<file path="config.mk">
export PLATFORM = sky130hd
export DESIGN_NAME = rb_mul_sequencer
export DESIGN_NICKNAME = d
export VERILOG_FILES = /design/src/rtl/rb_mul_sequencer.sv
export SDC_FILE = /design/constraint.sdc
export NUM_CORES = 1
export LEC_CHECK = 0
export CAP_MARGIN = 20
export CORE_AREA = 4 4 127 129
export DETAILED_ROUTE_END_ITERATION = 8
export DIE_AREA = 0 0 131 133
export PLACE_DENSITY = 0.79
export SYNTH_ARGS = -nofsm -noshare
export SYNTH_HDL_FRONTEND = slang
export SYNTH_SLANG_ARGS = --single-unit
</file>
<file path="constraint.sdc">
create_clock -name clk -period 6.15 [get_ports clk]
set_clock_uncertainty 0.1 [all_clocks]
set_input_delay 1.23 -clock clk [delete_from_list [all_inputs] [get_ports clk]]
set_output_delay 1.23 -clock clk [all_outputs]
set_load 0.02 [all_outputs]
</file>
<file path="src/rtl/rb_mul_sequencer.sv">
// ============================================================================
// Module   : rb_mul_sequencer
// Purpose  : Executes rd <= rs * rt on a 16x32 register bank using an
//            external multiplier. It reads both operands, launches the
//            multiplier, waits for completion with a timeout, and writes the
//            64-bit product back to rd (low word) and rd+1 (high word).
// Revision : 1.0 - initial release
// ============================================================================
`default_nettype none

module rb_mul_sequencer #(
    parameter int TIMEOUT  = 64,
    parameter bit WRITE_HI = 1'b1
) (
    input  logic        clk,
    input  logic        reset_all,
    input  logic        cmd_valid,
    output logic        cmd_ready,
    input  logic [3:0]  cmd_rs,
    input  logic [3:0]  cmd_rt,
    input  logic [3:0]  cmd_rd,
    output logic        cmd_done,
    output logic        cmd_err,
    output logic        busy,
    output logic [3:0]  rb_rs,
    output logic [3:0]  rb_rt,
    output logic [3:0]  rb_rd,
    output logic        rb_read,
    output logic        rb_write,
    output logic        rb_enable,
    output logic [31:0] rb_in,
    input  logic [31:0] rb_out1,
    input  logic [31:0] rb_out2,
    output logic        mul_start,
    output logic [31:0] mul_a,
    output logic [31:0] mul_b,
    input  logic        mul_done,
    input  logic [63:0] mul_product
);

    localparam int             c_CW   = $clog2(TIMEOUT + 1);
    localparam logic [c_CW-1:0] c_LAST = c_CW'(TIMEOUT - 1);

    typedef enum logic [2:0] {
        S_IDLE   = 3'd0,
        S_RD     = 3'd1,
        S_LAUNCH = 3'd2,
        S_WAIT   = 3'd3,
        S_WR_LO  = 3'd4,
        S_WR_HI  = 3'd5,
        S_DONE   = 3'd6,
        S_ERR    = 3'd7
    } state_t;

    state_t            r_state;
    logic [c_CW-1:0]   r_cnt;
    logic [31:0]       r_prod_hi;

    // Outputs are registered: each transition loads the Moore outputs of the
    // state being entered, so they always match the current state register.
    always_ff @(posedge clk or posedge reset_all) begin
        if (reset_all) begin
            r_state   <= S_IDLE;
            r_cnt     <= '0;
            r_prod_hi <= '0;
            cmd_ready <= 1'b1;
            cmd_done  <= 1'b0;
            cmd_err   <= 1'b0;
            busy      <= 1'b0;
            rb_rs     <= '0;
            rb_rt     <= '0;
            rb_rd     <= '0;
            rb_read   <= 1'b0;
            rb_write  <= 1'b0;
            rb_enable <= 1'b0;
            rb_in     <= '0;
            mul_start <= 1'b0;
            mul_a     <= '0;
            mul_b     <= '0;
        end else begin
            cmd_done  <= 1'b0;
            cmd_err   <= 1'b0;
            rb_read   <= 1'b0;
            rb_write  <= 1'b0;
            rb_enable <= 1'b0;
            mul_start <= 1'b0;
            case (r_state)
                S_IDLE: begin
                    if (cmd_valid) begin
                        rb_rs     <= cmd_rs;
                        rb_rt     <= cmd_rt;
                        rb_rd     <= cmd_rd;
                        rb_read   <= 1'b1;
                        rb_enable <= 1'b1;
                        cmd_ready <= 1'b0;
                        busy      <= 1'b1;
                        r_state   <= S_RD;
                    end
                end
                S_RD: begin
                    mul_a     <= rb_out1;
                    mul_b     <= rb_out2;
                    mul_start <= 1'b1;
                    r_state   <= S_LAUNCH;
                end
                S_LAUNCH: begin
                    r_cnt   <= '0;
                    r_state <= S_WAIT;
                end
                S_WAIT: begin
                    // Completion in the final allowed cycle takes priority over abort.
                    if (mul_done) begin
                        r_prod_hi <= mul_product[63:32];
                        rb_in     <= mul_product[31:0];
                        rb_write  <= 1'b1;
                        rb_enable <= 1'b1;
                        r_state   <= S_WR_LO;
                    end else if (r_cnt == c_LAST) begin
                        cmd_err <= 1'b1;
                        r_state <= S_ERR;
                    end else begin
                        r_cnt <= r_cnt + 1'b1;
                    end
                end
                S_WR_LO: begin
                    if (WRITE_HI) begin
                        rb_rd     <= rb_rd + 4'd1;
                        rb_in     <= r_prod_hi;
                        rb_write  <= 1'b1;
                        rb_enable <= 1'b1;
                        r_state   <= S_WR_HI;
                    end else begin
                        cmd_done <= 1'b1;
                        r_state  <= S_DONE;
                    end
                end
                S_WR_HI: begin
                    cmd_done <= 1'b1;
                    r_state  <= S_DONE;
                end
                S_DONE, S_ERR: begin
                    cmd_ready <= 1'b1;
                    busy      <= 1'b0;
                    r_state   <= S_IDLE;
                end
                default: begin
                    cmd_ready <= 1'b1;
                    busy      <= 1'b0;
                    r_state   <= S_IDLE;
                end
            endcase
        end
    end

endmodule

`default_nettype wire

</file>
After elaboration in Yosys (flattened, before gate mapping)
Index checks and enable logic that the tools add are counted.

operators by class
  $add $sub $neg = 2
  equal/unequal tests = 13
  muxes and demuxes = 25
  reductions and logical operators = 13

operators with widths
  operator               count
  $pmux W32 S2           1
  $mux W32               1
  $pmux W3 S7            1
  $mux W7                2
  $pmux W7 S2            1
  $eq A3 B3 Y1 const B   4
  $reduce_and A2 Y1      6
  $mux W1                10
  $mux W3                3
  $ne A2 B2 Y1 const B   4
  $pmux W4 S2            1
  $reduce_bool A2 Y1     4
  $add A7 B1 Y7 const B  1
  $eq A7 B6 Y1 const B   1
  $eq A3 B2 Y1 const B   2
  $pmux W1 S2            3
  $add A4 B1 Y4 const B  1
  $mux W4                1
  $eq A3 B1 Y1 const B   1
  $logic_not A3 Y1       1
  $ne A3 B3 Y1 const B   1
  $pmux W1 S3            1
  $reduce_and A3 Y1      1
  $reduce_or A2 Y1       1

word-level totals
  bits in registers = 158
  word-level logic and storage cells = 70

Depth between registers and ports, before layout
Gate-level depths: netlist (run 1).

  depth after elaboration = 4
  depth in mapped cells = 6

Worst setup path before layout (run 1)
No wires, ideal clock.

  kind = input -> register
  start = input port cmd_valid
  end = register rb_rs[1]
  arrival = 2.084 ns
  required time = 5.925 ns
  path slack = 3.841 ns
  stages on the path = 3
  path buffers = 1
  path through = nor4b_4 > buf_6 > mux2_2

on the way
  longest elaborated chain between the ends = 1

RTL lines
  element                             RTL line  source
  from (decl)                         17        input logic cmd_valid,
  $reduce_and A2 Y1 (no source line)  --
  to (signal assigned)                90        rb_rs <= cmd_rs;
  to (decl)                           25        output logic [3:0] rb_rs,

Every way passes these cells.
A chain may end at the register's enable or synchronous reset.

Final worst setup path (run 1)
  start = input port mul_done
  end = register rb_in[12]

on the way
  longest elaborated chain between the ends = 2

RTL lines
  element                             RTL line  source
  from (decl)                         37        input logic mul_done,
  $ne A2 B2 Y1 (no source line)       --
  $reduce_and A2 Y1 (no source line)  --
  to (signal assigned)                114       rb_in <= mul_product[31:0];
  to (signal assigned)                128       rb_in <= r_prod_hi;
  to (decl)                           31        output logic [31:0] rb_in,

Every way passes these cells.

==> parameters.txt, run 1 <==
Parameter                              Value

Outcome
  Outcome    complete, no violations

Global route
  Number of antenna violations at the first check in global routing    1
  Met1 global-route usage    23.6%
  Global router's overall resource usage    18.7%
  Total overflow reported by the global router    0
  Wire length of the first global-routing pass    25.6 mm
  Pin count of the biggest net entering global routing    114
  Met3 layer usage reported by global route    5.97%
  Peak-usage layer in the global routing report    met2
  Global routing met2 resource utilization    30.4%
  Via count of the first global-routing pass    5061

Cells and area
  Number of nets in the finished design    928
  Most common library cell in the layout ignoring fill and taps    sky130_fd_sc_hd__clkdlybuf4s50_1
  Layout cell share with drive strength beyond 1    15.3%
  Storage cell area    3960 sq um
  Filler cells    1092
  Layout-stage area growth over the synthesis result    52.6%
  Count of inserted antenna diode cells    0
  Final non-filler cell total    983
  Multi-input combinational cell area    2150 sq um
  Most frequent cells in the layout    sky130_fd_sc_hd__clkdlybuf4s50_1 (259), sky130_fd_sc_hd__nand2_1 (174), sky130_fd_sc_hd__dfrtp_1 (157)

Timing
  Final setup TNS    0 ps
  Worst-margin pin slew    878 ps
  Post-route clock period utilization    51.5%
  Highest clock rate    316 MHz
  Number of pins with negative max-slew slack in the final report    0
  Minimum setup slack in the final design    2980 ps
  Count of endpoints failing hold in the final timing report    0
  Setup repair after global routing missed its margin    false
  Post-layout minimum cycle time    3170 ps
  Rel. slew slack    41.2%
  Setup violators final    0

Yosys
  Register area share after synthesis    62.8%
  Synth Cell Area    6300 sq um
  Register bit total from synthesis    158
  Share of flip-flops with an asynchronous set or reset    100%
  Synthesized netlist net count    672
  Most area-hungry cell type in the Yosys netlist    sky130_fd_sc_hd__dfrtp_1
  Mapped Cells    526
  Mean instance size in the synthesized netlist    12.0 sq um
  Ranking of synthesized cells by area    sky130_fd_sc_hd__dfrtp_1 (62%), sky130_fd_sc_hd__mux2_2 (13%), sky130_fd_sc_hd__nand2_1 (10%)
  Count of flip-flops with a built-in enable after synthesis    0
  Primary flip-flop cell chosen by synthesis mapping    sky130_fd_sc_hd__dfrtp_1
  Proportion of netlist area held by the largest area contributor    62.4%
  YS warnings    0
  Number of distinct library cell variants in the gate-level netlist after synthesis    41

Floorplan
  Die Span X    131 um
  Die boundary height    133 um
  Standard-cell rows    45
  Total I/O pin count    260
  Initial standard-cell utilization of the core    41.9%
  Area of the core region    15000 sq um
  Overall die area    17400 sq um

Placement
  Count of input and output buffers    259
  Detailed placer's ending HPWL    12.0 mm
  Number of instances in the placed design    950
  Pre-CTS setup slack    2570 ps
  Weighted congestion at the end of routability-driven global placement    0.864

Clock tree
  Clock transition at the register clock pins on the worst setup and hold paths after CTS    60 ps
  Hold-fix buffers, CTS    0
  Clk sinks    158
  Quantity of gates resized following cts    0
  Clock latency of the later-clocked register in the worst-skew pair    420 ps
  Clock tree from TritonCTS    yes
  Count of buffers added by post-CTS timing repair for setup    0
  Number of buffers inserted during clock tree synthesis    17
  H-tree level count    4
  Cell at the root of the clock tree    sky130_fd_sc_hd__clkbuf_16
  Bufs on Longest Clock Path    2

Detailed routing
  Detail-routed net length per standard cell    16.6 um
  DRT iter0 DRCs    227
  Remaining routing DRC violations    0
  Antenna Nets Post-Route    0
  Post-detailed-route via-to-cell ratio    4.94
  Wirelength, routed    16.3 mm
  Count of vias placed by the detailed router    4859
  First-pass detailed-route iteration total    5

Critical path
  Nature of the critical path startpoint    input pin
  Critical Path Start    mul_done
  Arr. time, crit path    3360 ps
  Critical path data required time    6340 ps
  Kind of end point of the critical path    flop
  Largest driver fanout on the critical path    65
  Critical R2R Launch    r_state[1]
  Kind of critical path    input pin to flop

Power
  Leak    4.27 nW
  Max rail drop VDD    0.270 mV
  Pwr/cell area    536 nW/um^2
  Post-route total power    5.15 mW

Run
  Number of max-cap violations    0

Worst hold path
  Hold Path Class    flop to flop
  Worst hold start    r_prod_hi[8]
[registers in the layout (all words and copies together), names as in the netlist]
| name | count |
|---|---|
| mul_a | 32 |
| mul_b | 32 |
| r_prod_hi | 32 |
| rb_in | 32 |
| r_cnt | 7 |
| rb_rd | 4 |
| rb_rs | 4 |
| rb_rt | 4 |
| r_state | 3 |
| busy | 1 |
| cmd_done | 1 |
| cmd_err | 1 |
| cmd_ready | 1 |
| mul_start | 1 |
| rb_enable | 1 |
| rb_read | 1 |
| rb_write | 1 |
[through the flow]
stage / instance area [sq um] / util, % / hold slack, ps
floorplan: 6300 / - / 345
global placement: 8990 / 59.8 / 359
detailed placement: 8990 / 59.8 / 363
CTS: 9590 / 63.8 / 377
global route: 9610 / 64.0 / 393
finish: 9610 / 64.0 / 374
[metal layers]
metal | share of wire (%) | up-vias | routed length, um
met5 | 0.073 | - | 12
met4 | 1.2 | 2 | 197
met3 | 9.2 | 20 | 1500
met2 | 49 | 244 | 8040
met1 | 40 | 2305 | 6580
li1 | - | 2288 | -
[final timing paths]
kind,end,slack [ps],cells after the start
setup reg to reg,rb_in[12],3620,6
setup / recovery,rb_in[12],2980,7
max in group asynchronous,rb_in[20],3700,4
min in group asynchronous,mul_a[24],1000,2
hold reg to reg,r_prod_hi[8],370,2
hold / removal,r_prod_hi[8],370,2
[critical path, cell delays in order]
cell	delay, ps
sky130_fd_sc_hd__clkdlybuf4s50_1	610
sky130_fd_sc_hd__and4b_2	270
sky130_fd_sc_hd__buf_4	510
sky130_fd_sc_hd__nor2_2	260
sky130_fd_sc_hd__buf_4	280
sky130_fd_sc_hd__nand2_1	90
sky130_fd_sc_hd__nand2_1	60
[cell families (layout without fill, tap and decap cells)]
kind of cell / Yosys count / in the layout / synth area share (%)
and+or+nand+nor: 206 / 206 / 13.9
buffers and inverters: 32 / 301 / 3.30
adders and majority gates: 2 / 2 / 0.397
AOI/OAI and AO/OA: 56 / 56 / 6.73
DFF: 158 / 158 / 62.8
muxes: 72 / 72 / 12.9
[power breakdown]
part	switching (mW)	internal [mW]
Sequential	0.312	1.53
Clock	0.427	0.615
Combinational	1.11	1.15
Total	1.85	3.30
[cell usage after synthesis (all sizes together) (2+ instances only)]
cell type and n:
o31ai 2, nand3 3, dfrtp 157, o21ai 9
nor3 2, nor2 8, inv 4, nand2 175
mux2 72, a21oi 2, buf 28, ha 2
nand2b 3, a31oi 2, a22oi 33, nor3b 4
[cell type report]
cell class | instances | share of cell area (%)
clock buffer | 18 | 4.57
multi-input combinational | 336 | 22.4
timing repair buffer | 265 | 27.6
clock inverter | 14 | 1.64
tap | 188 | 2.45
inverter | 4 | 0.208
sequential | 158 | 41.1
(Power assumes the default switching activity.)
==> run 2, diff against run 1 <==
--- a/config.mk
+++ b/config.mk
@@ -6,10 +6,10 @@
 export NUM_CORES = 1
 export LEC_CHECK = 0
 export CAP_MARGIN = 20
-export CORE_AREA = 4 4 127 129
+export CORE_AREA = 4 4 133 135
 export DETAILED_ROUTE_END_ITERATION = 8
-export DIE_AREA = 0 0 131 133
-export PLACE_DENSITY = 0.79
+export DIE_AREA = 0 0 137 139
+export PLACE_DENSITY = 0.75
 export SYNTH_ARGS = -nofsm -noshare
 export SYNTH_HDL_FRONTEND = slang
 export SYNTH_SLANG_ARGS = --single-unit
==> constraint.sdc (replaced) <==
create_clock -name clk -period 2.63 [get_ports clk]
set_clock_uncertainty 0.1 [all_clocks]
set_input_delay 0.526 -clock clk [delete_from_list [all_inputs] [get_ports clk]]
set_output_delay 0.526 -clock clk [all_outputs]
set_load 0.02 [all_outputs]
==> run 2 against run 1 <==
Against the previous run:
- count of clock-buffer cells in the layout rose by 2
- largest power group unchanged
- worst hold slack worse by 1.8 ps
- sequential share of layout area is 0.99 points lower
- non-clock buffer count increased by 11
- die area increased by 9.3%
- register-to-register slack got worse by 2900 ps
- critical path depth decreased by 6
- via count decreased by 0.80%
==> parameters.txt, run 2 (synthesis results as in run 1) <==
Parameter                              Value

Timing
  Worst-margin pin slew    702 ps
  Setup violators final    0
  Number of pins with negative max-slew slack in the final report    0
  Minimum setup slack in the final design    477 ps
  Post-route clock period utilization    81.9%
  Rel. slew slack    53.1%
  Count of endpoints failing hold in the final timing report    0
  Highest clock rate    464 MHz
  Post-layout minimum cycle time    2150 ps
  Post-route worst hold slack    372 ps
  Final setup TNS    0 ps
  Setup repair after global routing missed its margin    false

Global route
  Global router's overall resource usage    17.2%
  Via count of the first global-routing pass    4956
  Total overflow reported by the global router    0
  Number of antenna violations at the first check in global routing    0
  Wire length of the first global-routing pass    25.9 mm
  Pin count of the biggest net entering global routing    66

Cells and area
  Most common library cell in the layout ignoring fill and taps    sky130_fd_sc_hd__clkdlybuf4s50_1
  Most frequent cells in the layout    sky130_fd_sc_hd__clkdlybuf4s50_1 (259), sky130_fd_sc_hd__nand2_1 (174), sky130_fd_sc_hd__dfrtp_1 (157)
  Layout-stage area growth over the synthesis result    56.4%
  Layout cell share with drive strength beyond 1    16.3%
  Number of nets in the finished design    939
  Count of inserted antenna diode cells    0

Clock tree
  Quantity of gates resized following cts    0
  Number of buffers inserted during clock tree synthesis    17
  Cell at the root of the clock tree    sky130_fd_sc_hd__clkbuf_16
  Clock tree from TritonCTS    yes
  Hold-fix buffers, CTS    0
  Bufs on Longest Clock Path    2
  H-tree level count    4
  Clock latency of the later-clocked register in the worst-skew pair    410 ps
  Clock transition at the register clock pins on the worst setup and hold paths after CTS    60 ps
  Count of buffers added by post-CTS timing repair for setup    0
  Clk sinks    158

Critical path
  Critical R2R Launch    r_state[0]
  Critical Path Start    cmd_ready
  Largest driver fanout on the critical path    2
  Register-to-Register Setup Slack    720 ps
  Arr. time, crit path    1530 ps
  Total buffers and inverters traversed by the critical path    1
  Endpoint of the worst register-to-register path    mul_b[21]
  Number of logic stages on the critical path including buffering    1
  Critical path data required time    2000 ps
  Slowest-stage cell, CP    sky130_fd_sc_hd__clkdlybuf4s50_1
  Largest incremental delay on the critical path    590 ps
  Worst-path cell chain    clkdlybuf4s50_1
  Kind of critical path    flop to output pin
  Nature of the critical path startpoint    flop
  Cell type group with the largest total delay on the critical path    buffers and inverters
  Register-to-Register Path Depth    3
  Kind of end point of the critical path    output pin

Floorplan
  Area of the core region    16500 sq um
  Overall die area    19000 sq um
  Standard-cell rows    47
  Die boundary height    139 um
  Initial standard-cell utilization of the core    38.3%
  Total I/O pin count    260
  Die Span X    137 um

Detailed routing
  First-pass detailed-route iteration total    4
  Count of vias placed by the detailed router    4820
  Post-detailed-route via-to-cell ratio    4.70
  Remaining routing DRC violations    0
  Antenna Nets Post-Route    0
  DRT iter0 DRCs    151
  Wirelength, routed    16.4 mm
  Detail-routed net length per standard cell    16.0 um

Power
  Net switching power    4.27 mW
  Post-route total power    12.2 mW
  Share of total power consumed by net switching    34.9%
  Pwr/cell area    1240 nW/um^2
  Int Power    7.97 mW
  Relative contribution of the clock network to total power    21.2%
  Combinational share of power    44.3%
  Max rail drop VDD    0.571 mV
  Leak    4.36 nW
  Seq pwr share    34.5%

Worst hold path
  Cell depth of the worst min-delay path    2
  Worst Hold Path EP    rb_in[27]
  Hold Path Class    flop to flop
  Worst hold start    rb_in[27]

Placement
  Weighted congestion at the end of routability-driven global placement    0.800
  Count of input and output buffers    259
  Pre-CTS setup slack    391 ps
  Detailed placer's ending HPWL    12.1 mm

Outcome
  Outcome    complete, no violations

Run
  Number of max-cap violations    0
-- run 2: how the worst max path moves through the flow --
stage / endpoint / slack, ps
finish: cmd_ready / 480
CTS: cmd_ready / 450
global route: rb_rd[0] / 400
global placement: rb_in[6] / 410
detailed placement: rb_in[30] / 390
floorplan: busy / 4
-- run 2: power groups by stage --
| stage | logic [mW] | registers, mW | clock network (mW) |
|---|---|---|---|
| after global placement | 5.44 | 4.21 | 0 |
| after global routing | 5.87 | 4.37 | 2.78 |
| after CTS | 5.53 | 4.23 | 2.67 |
| after detailed placement | 5.51 | 4.26 | 0 |
| final | 5.43 | 4.22 | 2.60 |
| after floorplan | 2.00 | 5.24 | 0 |
-- run 2: stage by stage --
step                utilization (%)  area, sq um  cells
floorplan                         -         6300    526
global placement               56.0         9220    994
detailed placement             56.0         9220    994
CTS                            59.8         9850   1026
global route                   59.8         9850   1026
finish                         59.8         9850   1026
-- run 2: per-layer routing --
metal	GRT usage, %	part of all wire [%]	up-vias
li1	-	-	2315
met1	20.1	40	2302
met2	29.3	49	190
met3	6.89	10	13
met4	4.36	1.1	0
met5	0	0	-
-- run 2: final cells by class --
class,count,area (sq um)
Multi-Input combinational cell,336,2150
Timing Repair Buffer,276,2820
Fill cell,1368,6620
Sequential cell,158,3960
Clock buffer,20,447
Tap cell,220,275
Inverter,4,18.8
Clock inverter,12,185
